--- src/rtl/dmem_req_ctrl_pkg.sv ---
// Shared types for the data-memory request controller.
package dmem_req_ctrl_pkg;

    typedef logic [15:0] lc3b_word;

    typedef enum logic [1:0] {
        StIdle = 2'd0,
        StBusy = 2'd1,
        StDone = 2'd2,
        StErr  = 2'd3
    } dmem_state_t;

endpackage

--- src/rtl/dmem_timeout_ctr.sv ---
// Access timeout counter: cleared when a request is accepted, counts while busy,
// saturates at the terminal count so it never wraps.
module dmem_timeout_ctr #(
    parameter int unsigned TIMEOUT_CYCLES = 255
) (
    input  logic clk,
    input  logic rst_n,
    input  logic i_clear,
    input  logic i_enable,
    output logic o_terminal
);

    localparam int unsigned CntW = $clog2(TIMEOUT_CYCLES + 1);
    localparam logic [CntW-1:0] TermCnt = CntW'(TIMEOUT_CYCLES - 1);

    logic [CntW-1:0] r_cnt;

    always_ff @(posedge clk or negedge rst_n) begin
        if (!rst_n) begin
            r_cnt <= '0;
        end else if (i_clear) begin
            r_cnt <= '0;
        end else if (i_enable && (r_cnt != TermCnt)) begin
            r_cnt <= r_cnt + CntW'(1);
        end
    end

    assign o_terminal = (r_cnt == TermCnt);

endmodule

--- src/rtl/dmem_req_ctrl.sv ---
// Data-memory request controller: holds one load/store on the cache port until the
// cache responds or the access times out, stalling the pipeline meanwhile.
module dmem_req_ctrl
    import dmem_req_ctrl_pkg::*;
#(
    parameter int unsigned WIDTH          = 16,
    parameter int unsigned TIMEOUT_CYCLES = 255
) (
    input  logic             clk,
    input  logic             rst_n,
    input  logic             mem_read_in,
    input  logic             mem_write_in,
    input  logic [WIDTH-1:0] addr_in,
    input  logic [WIDTH-1:0] wdata_in,
    input  logic [1:0]       byte_en_in,
    input  logic             flush,
    input  logic             dc_resp,
    input  logic [WIDTH-1:0] dc_rdata,
    output logic             dc_read,
    output logic             dc_write,
    output logic [WIDTH-1:0] dc_address,
    output logic [WIDTH-1:0] dc_wdata,
    output logic [1:0]       dc_byte_enable,
    output logic             stall,
    output logic [WIDTH-1:0] rdata_out,
    output logic             rdata_valid,
    output logic             timeout_err,
    output logic             illegal_req
);

    dmem_state_t      r_state;
    logic             r_dc_read;
    logic             r_dc_write;
    logic [WIDTH-1:0] r_addr;
    logic [WIDTH-1:0] r_wdata;
    logic [1:0]       r_be;
    logic [WIDTH-1:0] r_rdata;
    logic             r_rdata_valid;
    logic             r_timeout_err;
    logic             r_illegal;
    logic             r_kill;

    logic w_req;
    logic w_start;
    logic w_busy;
    logic w_terminal;

    // Read and write together is illegal, so XOR rejects it as a request.
    assign w_req   = mem_read_in ^ mem_write_in;
    assign w_start = (r_state == StIdle) && w_req && !flush;
    assign w_busy  = (r_state == StBusy);

    dmem_timeout_ctr #(
        .TIMEOUT_CYCLES (TIMEOUT_CYCLES)
    ) u_timeout_ctr (
        .clk        (clk),
        .rst_n      (rst_n),
        .i_clear    (w_start),
        .i_enable   (w_busy),
        .o_terminal (w_terminal)
    );

    always_ff @(posedge clk or negedge rst_n) begin
        if (!rst_n) begin
            r_state       <= StIdle;
            r_dc_read     <= 1'b0;
            r_dc_write    <= 1'b0;
            r_addr        <= '0;
            r_wdata       <= '0;
            r_be          <= '0;
            r_rdata       <= '0;
            r_rdata_valid <= 1'b0;
            r_timeout_err <= 1'b0;
            r_illegal     <= 1'b0;
            r_kill        <= 1'b0;
        end else begin
            r_rdata_valid <= 1'b0;
            r_timeout_err <= 1'b0;
            r_illegal     <= 1'b0;
            case (r_state)
                StIdle: begin
                    r_illegal <= mem_read_in & mem_write_in;
                    if (w_start) begin
                        r_dc_read  <= mem_read_in;
                        r_dc_write <= mem_write_in;
                        r_addr     <= addr_in;
                        r_wdata    <= wdata_in;
                        r_be       <= byte_en_in;
                        r_kill     <= 1'b0;
                        r_state    <= StBusy;
                    end
                end
                StBusy: begin
                    // A flushed access still completes on the bus; only its result is dropped.
                    if (flush) begin
                        r_kill <= 1'b1;
                    end
                    if (dc_resp) begin
                        if (r_dc_read) begin
                            r_rdata <= dc_rdata;
                        end
                        r_rdata_valid <= r_dc_read & ~r_kill & ~flush;
                        r_dc_read     <= 1'b0;
                        r_dc_write    <= 1'b0;
                        r_state       <= StDone;
                    end else if (w_terminal) begin
                        r_rdata       <= '0;
                        r_timeout_err <= 1'b1;
                        r_dc_read     <= 1'b0;
                        r_dc_write    <= 1'b0;
                        r_state       <= StErr;
                    end
                end
                StDone, StErr: begin
                    r_kill  <= 1'b0;
                    r_state <= StIdle;
                end
                default: begin
                    r_state <= StIdle;
                end
            endcase
        end
    end

    assign dc_read        = r_dc_read;
    assign dc_write       = r_dc_write;
    assign dc_address     = r_addr;
    assign dc_wdata       = r_wdata;
    assign dc_byte_enable = r_be;
    assign stall          = w_start | w_busy;
    assign rdata_out      = r_rdata;
    assign rdata_valid    = r_rdata_valid;
    assign timeout_err    = r_timeout_err;
    assign illegal_req    = r_illegal;

endmodule

--- config.mk ---
export PLATFORM = sky130hd
export DESIGN_NAME = dmem_req_ctrl
export DESIGN_NICKNAME = d
export VERILOG_FILES = /design/src/rtl/dmem_req_ctrl_pkg.sv /design/src/rtl/dmem_timeout_ctr.sv /design/src/rtl/dmem_req_ctrl.sv
export SDC_FILE = /design/constraint.sdc
export NUM_CORES = 1
export LEC_CHECK = 0
export CORE_MARGIN = 2
export CORE_UTILIZATION = 43
export CTS_CLUSTER_SIZE = 28
export DETAILED_ROUTE_END_ITERATION = 16
export GPL_ROUTABILITY_DRIVEN = 0
export PLACE_DENSITY = 0.82
export SLEW_MARGIN = 5
export SYNTH_ARGS = -nofsm -noshare
export SYNTH_HDL_FRONTEND = slang
export SYNTH_HIERARCHICAL = 1
export SYNTH_SLANG_ARGS = --single-unit
--- constraint.sdc ---
create_clock -name clk -period 2.4 [get_ports clk]
set_input_delay 0.6 -clock clk [delete_from_list [all_inputs] [get_ports clk]]
set_output_delay 0.6 -clock clk [all_outputs]
set_load 0.02 [all_outputs]
==> impl_metrics.env, run 1 <==
export IMPL_core_rowCount=29
export IMPL_grt_pass1_vias=2231
export IMPL_ys_ff_latch=66
export IMPL_drive_gt1_frac=0.209
export IMPL_postCtsHoldBufs=0
export IMPL_worst_setup_path_type="primary input to primary output"
export IMPL_clockPowerShare=0.191
export IMPL_cts_tree="yes"
export IMPL_timing_fmax_ghz=0.435
export IMPL_io_buffers=111
export IMPL_final_cell_area_um2=4190
export IMPL_final_cell_mix="clkdlybuf4s50_1 (107), dfrtp_1 (66), mux2_2 (35)"
export IMPL_worst_slew_pin_slew_ns=0.633
export IMPL_layout_commonest_cell="clkdlybuf4s50_1"
export IMPL_synthesis_area_um2=2800
export IMPL_drt_iter0_drc=146
export IMPL_crit_path_end_kind="primary output"
export IMPL_tns_ns=0
export IMPL_stdcell_count=422
export IMPL_grt_pass1_wl_um=11200
export IMPL_whs_ns=0.267
export IMPL_start_util=0.443
export IMPL_nNetsFinal=399
export IMPL_combPwrFrac=0.425
export IMPL_gr_usage_met2=0.315
export IMPL_avgRoutedWirePerCell_um=15.9
export IMPL_gr_total_overflow=0
export IMPL_clkTransAtPathRegs_ns=0.08
export IMPL_fp_dieH_um=84.6
export IMPL_clock_path_buffers=2
export IMPL_ys_warnings_count=6
export IMPL_ant_nets=0
export IMPL_synth_area_per_cell_um2=12.7
export IMPL_clock_skew_ns=0.0133
export IMPL_drt_wl_total_um=6710
export IMPL_n_antenna_cell=0
export IMPL_worstSkewPairLatency_ns=0.34
export IMPL_power_frac_seq=0.384
export IMPL_core_um2=6310
export IMPL_dp_hpwl_um=4890
export IMPL_cts_sinks=66
export IMPL_worstHoldPathType="primary input to async pin"
export IMPL_vias=2194
export IMPL_post_route_period_util=0.958
export IMPL_ys_seq_area_frac=0.591
export IMPL_cap_violations=0
export IMPL_grt_max_degree=49
export IMPL_rsz0062_at_grt="false"
export IMPL_place_inst=406
export IMPL_drc=0
export IMPL_sw_frac_of_total=0.346
export IMPL_die_area_um2=7160
export IMPL_htreeDepth=3
export IMPL_maxSlewViolCount=0
export IMPL_use_met3=0.0659
export IMPL_setup_viol=0
export IMPL_netlist_instances=221
export IMPL_die_w_um=84.6
export IMPL_synthDistinctLibCells=38
export IMPL_power_internal_mw=2.98
export IMPL_root_buffer="clkbuf_8"
export IMPL_place_area_um2=3990
export IMPL_via_per_inst=5.20
export IMPL_switchingPower_mw=1.58
export IMPL_leakagePower_nw=1.77
export IMPL_powerDensity_nw_per_um2=1090
export IMPL_use_met1=0.261
export IMPL_top_usage_layer="met2"
export IMPL_grt_use_total=0.197
export IMPL_path_max_fanout=2
export IMPL_setup_worst_path_start_class="primary input"
export IMPL_numCtsBuffers=9
export IMPL_ir_drop_v=0.000625
export IMPL_final_min_clock_period_ns=2.30
export IMPL_dr_pass1_iters=4
export IMPL_pin_count=112
export IMPL_syn_num_nets=280
export IMPL_fill_cells=477
export IMPL_status="complete, no violations"
export IMPL_slew_headroom=0.578
export IMPL_hold_viol=0
export IMPL_cp_arrival_ns=1.70
export IMPL_antenna_found_initial=0
export IMPL_cp_required_ns=1.80
export IMPL_area_delta_synth_final_pct=49.7
-- sequential cells by signal, summed over array words and instances, names as in the netlist --
register	flops
dc_byte_enable	2
dc_read	1
u_timeout_ctr/r_cnt	8
timeout_err	1
dc_wdata	16
illegal_req	1
r_state	2
dc_address	16
rdata_valid	1
rdata_out	16
dc_write	1
r_kill	1
-- through the flow --
stage               total power, mW  setup slack, ns  utilization
finish                         4.55           0.0997        0.663
global route                   4.81           0.0881        0.663
CTS                            4.60           0.0992        0.663
detailed placement             3.71           -0.543        0.633
global placement               3.65           -0.532        0.633
floorplan                      2.70            0.252            -
-- repair_timing --
action,CTS,global route
setup endpoints to repair,1,0
buffers inserted,0,0
resized for setup,8,0
-- worst paths after layout --
| kind | startpoint | cells past startpoint | end | slack [ns] |
|---|---|---|---|---|
| setup / recovery | mem_write_in | 5 | stall | 0.1 |
| hold / removal | rst_n | 1 | dc_wdata[7] | 0.27 |
| setup reg to reg | u_timeout_ctr/r_cnt[0] | 7 | rdata_out[12] | 0.35 |
| hold reg to reg | r_kill | 1 | rdata_valid | 0.47 |
| max in group asynchronous | rst_n | 2 | rdata_out[7] | 1.51 |
| min in group clk | r_kill | 1 | rdata_valid | 0.47 |
-- power by group through the flow --
stage	Sequential [mW]	Clock, mW	Combinational, mW
6_report	1.75	0.871	1.93
5_1_grt	1.80	0.941	2.07
4_1_cts	1.75	0.900	1.96
3_5_place_dp	1.76	0	1.95
3_3_place_gp	1.74	0	1.90
2_1_floorplan	2.19	0	0.511
-- synthesized netlist by cell type (all sizes together) --
library cell   n  area share
o21ai         18       0.034
or4b           1      0.0036
nor3           3      0.0072
nand4         17       0.038
a311oi         1      0.0054
nand3          2      0.0036
nor2b          2      0.0045
and3           2      0.0049
inv           20       0.027
nand2          3      0.0040
a21oi          6       0.013
clkbuf         5      0.0067
a22o           2      0.0063
ha             3       0.013
o21bai         2      0.0054
and4           4       0.013
mux2          36        0.14
nand2b         2      0.0054
nor4           2      0.0045
nor4b          1      0.0085
dfrtp         66        0.59
and2           1      0.0022
or2            1      0.0022
a211oi         2      0.0054
o211ai         1      0.0027
a31oi          2      0.0045
buf            7       0.024
nor3b          3      0.0081
nor2           6      0.0081
-- cells by family after synthesis --
kind of cell / Yosys count / share of synthesized area
simple gates: 50 / 0.117
compound gates: 34 / 0.0765
fa+ha+maj: 3 / 0.0134
buf+inv: 32 / 0.0573
flops: 66 / 0.591
mux: 36 / 0.145
-- metal layers --
| metal | vias to the layer above | wire, um | part of all wire |
|---|---|---|---|
| li1 | 1019 | - | - |
| met1 | 1079 | 3030 | 0.45 |
| met2 | 88 | 3150 | 0.47 |
| met3 | 8 | 458 | 0.068 |
| met4 | 0 | 72 | 0.011 |
| met5 | - | 0 | 0 |
-- cell type report --
cell class,instances,area (um2),share of cell area
clock inverters,6,57.6,0.0137
inverters,20,75.1,0.0179
flip-flops and latches,66,1650,0.394
multi-input cells,123,997,0.238
well taps,77,96.3,0.0230
clock buffers,10,128,0.0305
repair buffers,120,1180,0.282
-- worst max-delay path: stages --
cell,delay [ns]
dlygate4sd2_1,0.28
ha_4,0.25
nor4b_4,0.13
or2_2,0.28
buf_4,0.16
No activity file was read; power rests on OpenSTA's default activity.
==> run 2, diff against run 1 <==
--- a/config.mk
+++ b/config.mk
@@ -6,11 +6,12 @@
 export NUM_CORES = 1
 export LEC_CHECK = 0
 export CORE_MARGIN = 2
-export CORE_UTILIZATION = 43
+export CORE_UTILIZATION = 30
+export CTS_CLUSTER_DIAMETER = 30
 export CTS_CLUSTER_SIZE = 28
 export DETAILED_ROUTE_END_ITERATION = 16
 export GPL_ROUTABILITY_DRIVEN = 0
-export PLACE_DENSITY = 0.82
+export PLACE_DENSITY = 0.61
 export SLEW_MARGIN = 5
 export SYNTH_ARGS = -nofsm -noshare
 export SYNTH_HDL_FRONTEND = slang
==> run 2 against run 1 <==
Effect of this change: non-clock buffer count down 1; clock skew down 0.0039 ns; flip-flop and latch count unchanged; global-route usage down 5.8 points; clock power up 47%; register-to-register slack better by 0.14 ns; combinational power about the same; clock-buffer cell count unchanged; die area up 41%; largest cell class unchanged.
==> impl_metrics.env, run 2 (same netlist as run 1, synthesis figures left out) <==
export IMPL_ir_drop_v=0.000422
export IMPL_ant_nets=0
export IMPL_numCtsBuffers=9
export IMPL_layout_commonest_cell="clkdlybuf4s50_1"
export IMPL_grt_max_degree=49
export IMPL_route_met3_wl_um=516
export IMPL_drc=0
export IMPL_tns_ns=0
export IMPL_powerDensity_nw_per_um2=1150
export IMPL_leakagePower_nw=1.81
export IMPL_root_buffer="clkbuf_8"
export IMPL_avgRoutedWirePerCell_um=14.3
export IMPL_cap_violations=0
export IMPL_antenna_found_initial=0
export IMPL_worstHoldPathType="primary input to async pin"
export IMPL_die_area_um2=10100
export IMPL_power_internal_mw=3.33
export IMPL_postCtsHoldBufs=0
export IMPL_cp_required_ns=1.80
export IMPL_timing_fmax_ghz=0.438
export IMPL_crit_path_end_kind="primary output"
export IMPL_setup_viol=0
export IMPL_die_w_um=101
export IMPL_fp_dieH_um=101
export IMPL_cts_tree="yes"
export IMPL_post_route_period_util=0.951
export IMPL_pin_count=112
export IMPL_io_buffers=111
export IMPL_power_frac_seq=0.353
export IMPL_drt_wl_total_um=6510
export IMPL_top_layer_used="met4"
export IMPL_worst_setup_path_type="primary input to primary output"
export IMPL_combPwrFrac=0.388
export IMPL_total_power_mw=4.93
export IMPL_cp_arrival_ns=1.68
export IMPL_fill_cells=846
export IMPL_vias=2181
export IMPL_htreeDepth=3
export IMPL_worst_slew_pin_slew_ns=0.602
export IMPL_nNetsFinal=398
export IMPL_final_cell_mix="clkdlybuf4s50_1 (107), dfrtp_1 (66), mux2_2 (35)"
export IMPL_dr_pass1_iters=4
export IMPL_route_met2_wl_um=2780
export IMPL_drive_gt1_frac=0.206
export IMPL_final_min_clock_period_ns=2.28
export IMPL_clkTransAtPathRegs_ns=0.07
export IMPL_startpoint="mem_write_in"
export IMPL_grt_use_total=0.139
export IMPL_area_delta_synth_final_pct=53.5
export IMPL_n_antenna_cell=0
export IMPL_maxSlewViolCount=0
export IMPL_clock_skew_ns=0.00934
export IMPL_switchingPower_mw=1.60
export IMPL_core_rowCount=35
export IMPL_status="complete, no violations"
export IMPL_start_util=0.306
export IMPL_rsz0062_at_grt="false"
export IMPL_drt_iter0_drc=108
export IMPL_slew_headroom=0.599
export IMPL_path_max_fanout=2
export IMPL_clock_path_buffers=2
export IMPL_gr_total_overflow=0
export IMPL_cts_sinks=66
export IMPL_post_cts_buffers=0
export IMPL_setup_worst_path_start_class="primary input"
export IMPL_grt_pass1_vias=2253
export IMPL_utilization=0.469
export IMPL_reg2reg_slack_ns=0.49
export IMPL_cts_resized_gates=9
export IMPL_clockPowerShare=0.259
export IMPL_via_per_inst=4.79
export IMPL_worstSkewPairLatency_ns=0.35
export IMPL_core_um2=9150
export IMPL_wl_met1_um=3120
export IMPL_dp_hpwl_um=4520
export IMPL_sw_frac_of_total=0.324
export IMPL_regToRegStartpoint="r_state[0]"
export IMPL_grt_pass1_wl_um=10900
export IMPL_hold_viol=0
run 2: per-stage QoR:
stage,cell area (um2),setup slack (ns),cells,hold slack (ns)
5_1_grt,4290,0.0619,455,0.299
6_report,4290,0.118,455,0.266
3_5_place_dp,4020,-0.552,439,0.427
3_3_place_gp,4020,-0.535,439,0.444
4_1_cts,4290,0.109,455,0.273
2_1_floorplan,2800,0.252,221,0.304
run 2: critical path, stage by stage:
cell,delay [ns]
dlygate4sd2_1,0.25
ha_1,0.30
nor4b_4,0.14
or2_4,0.26
buf_6,0.13
run 2: worst paths after layout:
kind,end,cells past startpoint
min in group clk,rdata_valid,1
hold reg to reg,rdata_valid,1
max in group asynchronous,dc_wdata[13],2
setup reg to reg,dc_address[15],3
hold / removal,timeout_err,2
setup / recovery,stall,5
run 2: metal layers:
layer,track usage,up-vias
met5,0,-
met1,0.177,1064
li1,-,1022
met3,0.0472,9
met4,0.0601,0
met2,0.217,86
run 2: power by group through the flow:
stage | Clock [mW] | Combinational, mW | Sequential, mW
5_1_grt | 1.36 | 2.04 | 1.80
3_5_place_dp | 0 | 1.93 | 1.76
3_3_place_gp | 0 | 1.91 | 1.75
2_1_floorplan | 0 | 0.511 | 2.19
4_1_cts | 1.30 | 1.94 | 1.75
6_report | 1.28 | 1.91 | 1.74
run 2: layout make-up:
type,count,area (um2),area share
Sequential cell,66,1650,0.385
Timing Repair Buffer,119,1160,0.271
Multi-Input combinational cell,123,987,0.230
Clock inverter,6,138,0.0321
Tap cell,111,139,0.0324
Inverter,20,75.1,0.0175
Clock buffer,10,138,0.0321
==> run 3, diff against run 2 <==
--- a/config.mk
+++ b/config.mk
@@ -5,13 +5,15 @@
 export SDC_FILE = /design/constraint.sdc
 export NUM_CORES = 1
 export LEC_CHECK = 0
+export ABC_AREA = 1
 export CORE_MARGIN = 2
-export CORE_UTILIZATION = 30
+export CORE_UTILIZATION = 43
 export CTS_CLUSTER_DIAMETER = 30
 export CTS_CLUSTER_SIZE = 28
 export DETAILED_ROUTE_END_ITERATION = 16
 export GPL_ROUTABILITY_DRIVEN = 0
-export PLACE_DENSITY = 0.61
+export PLACE_DENSITY = 0.81
+export SETUP_SLACK_MARGIN = 0.02
 export SLEW_MARGIN = 5
 export SYNTH_ARGS = -nofsm -noshare
 export SYNTH_HDL_FRONTEND = slang
==> run 3 against run 2 <==
Effect of this change: clock power down 38%; sequential power about the same; die area down 28%; first-iteration DRC count down 2.8%; routed wire length up 0.40%.
==> impl_metrics.env, run 3 <==
export IMPL_status="complete, no violations"
export IMPL_timing_fmax_ghz=0.483
export IMPL_post_route_period_util=0.862
export IMPL_ys_flop_type="dfrtp_1"
export IMPL_ys_async_sr_fraction=1.00
export IMPL_core_rowCount=29
export IMPL_reg2reg_depth=11
export IMPL_ir_drop_v=0.000749
export IMPL_setup_ws_ns=0.331
export IMPL_grt_pass1_vias=2351
export IMPL_place_area_um2=4040
export IMPL_dr_pass1_iters=4
export IMPL_powerDensity_nw_per_um2=1060
export IMPL_sw_frac_of_total=0.369
export IMPL_numCtsBuffers=9
export IMPL_cap_violations=0
export IMPL_area_delta_synth_final_pct=48.9
export IMPL_regToRegStartpoint="u_timeout_ctr/r_cnt[0]"
export IMPL_power_frac_seq=0.395
export IMPL_start_util=0.445
export IMPL_ys_ff_latch=66
export IMPL_total_power_mw=4.46
export IMPL_final_cell_mix="nand2_1 (167), clkdlybuf4s50_1 (107), dfrtp_1 (66)"
export IMPL_crit_path_end_kind="primary output"
export IMPL_n_antenna_cell=0
export IMPL_synth_area_top_cells="dfrtp_1 (58%), nand2_1 (22%), o21ai_1 (3.0%)"
export IMPL_clockPowerShare=0.177
export IMPL_worst_setup_path_type="primary input to primary output"
export IMPL_clkTransAtPathRegs_ns=0.07
export IMPL_place_inst=511
export IMPL_grt_use_total=0.187
export IMPL_synth_area_per_cell_um2=8.71
export IMPL_ys_seq_area_frac=0.581
export IMPL_worstHoldPathType="primary input to async pin"
export IMPL_nNetsFinal=504
export IMPL_cp_required_ns=1.80
export IMPL_clock_skew_ns=0.00823
export IMPL_die_w_um=85.3
export IMPL_maxSlewViolCount=0
export IMPL_ys_warnings_count=6
export IMPL_ys_top_cells_by_count="nand2_1 (167), dfrtp_1 (66), o21ai_1 (17), nor2_1 (13)"
export IMPL_avgRoutedWirePerCell_um=12.4
export IMPL_drive_gt1_frac=0.0978
export IMPL_io_buffers=111
export IMPL_drt_iter0_drc=105
export IMPL_gr_total_overflow=0
export IMPL_whs_ns=0.272
export IMPL_ant_nets=0
export IMPL_stdcell_count=527
export IMPL_core_um2=6390
export IMPL_synthesis_area_um2=2840
export IMPL_drc=0
export IMPL_reg2reg_slack_ns=0.55
export IMPL_hold_viol=0
export IMPL_clock_path_buffers=2
export IMPL_grt_max_degree=67
export IMPL_synth_edf_count=0
export IMPL_post_cts_buffers=0
export IMPL_slew_headroom=0.747
export IMPL_yosysMostFrequentCell="nand2_1"
export IMPL_regToRegEndpoint="rdata_out[5]"
export IMPL_setup_viol=0
export IMPL_utilization=0.662
export IMPL_htreeDepth=3
export IMPL_rsz0062_at_grt="false"
export IMPL_netlist_instances=326
export IMPL_final_min_clock_period_ns=2.07
export IMPL_cts_sinks=66
export IMPL_worst_slew_pin_slew_ns=0.379
export IMPL_setup_worst_path_start_class="primary input"
export IMPL_final_cell_area_um2=4230
export IMPL_cp_arrival_ns=1.47
export IMPL_grt_pass1_wl_um=10800
export IMPL_leakagePower_nw=2.08
export IMPL_root_buffer="clkbuf_8"
export IMPL_combPwrFrac=0.428
export IMPL_layout_commonest_cell="nand2_1"
export IMPL_switchingPower_mw=1.65
export IMPL_syn_num_nets=385
export IMPL_synth_top_cell_by_area="dfrtp_1"
export IMPL_vias=2471
export IMPL_power_internal_mw=2.82
export IMPL_path_max_fanout=4
export IMPL_antenna_found_initial=0
export IMPL_place_ws_ns=-0.561
export IMPL_postCtsHoldBufs=0
export IMPL_dp_hpwl_um=4690
export IMPL_worstSkewPairLatency_ns=0.33
export IMPL_fp_dieH_um=85.3
export IMPL_via_per_inst=4.69
export IMPL_synthDistinctLibCells=25
export IMPL_pin_count=112
export IMPL_cts_tree="yes"
export IMPL_post_synth_top_area_fraction=0.581
export IMPL_die_area_um2=7270
export IMPL_tns_ns=0
export IMPL_drt_wl_total_um=6530
==> run 3: worst max-delay path by stage <==
stage / to / startpoint / depth (start not counted)
finish: stall / mem_write_in / 7
floorplan: stall / mem_read_in / 5
global placement: stall / mem_read_in / 7
detailed placement: stall / mem_write_in / 7
CTS: stall / mem_write_in / 7
global route: stall / mem_write_in / 7
==> run 3: layout make-up <==
class | instances | area, um2
sequential | 66 | 1650
clock inverter | 5 | 30.0
timing repair buffer | 119 | 1200
clock buffer | 11 | 141
inverter | 16 | 67.6
tap | 77 | 96.3
fill | 529 | 2160
multi-input combinational | 233 | 1050
==> run 3: logic make-up (layout without fill, tap and decap cells) <==
family,count (synthesis),count (layout),share of synthesized area
AOI/OAI and AO/OA,22,22,0.0401
xor gates and xnor gates,3,3,0.00925
adders and majority gates,3,3,0.0132
buffers and inverters,27,151,0.0546
DFF,66,66,0.581
and+or+nand+nor,205,205,0.301
==> run 3: power by group through the flow <==
stage	Clock, mW	Sequential, mW	Combinational (mW)
after detailed placement	0	1.77	1.92
after CTS	0.819	1.76	1.93
final	0.791	1.76	1.91
after global routing	0.869	1.81	2.07
after global placement	0	1.76	1.87
after floorplan	0	2.18	0.528
==> run 3: worst max-delay path, cell delays in order <==
cell            delay (ns)
dlymetal6s2s_1        0.14
ha_1                  0.28
inv_1                 0.06
nor2_4                0.13
nand2_4               0.07
nand2_4               0.07
buf_6                 0.12
==> run 3: repair_timing <==
| action | in CTS | in global routing |
|---|---|---|
| pin swaps | 0 | 1 |
| gates resized for setup | 8 | 3 |
| endpoints found under the hold margin | 0 | 0 |
| setup endpoints to repair | 1 | 1 |
==> run 3: per-layer routing <==
| layer | global-route usage | vias up | wire (um) |
|---|---|---|---|
| met5 | 0 | - | 0 |
| met4 | 0.0952 | 0 | 121 |
| met3 | 0.0428 | 11 | 494 |
| met2 | 0.292 | 99 | 2980 |
| met1 | 0.246 | 1113 | 2940 |
| li1 | - | 1248 | - |
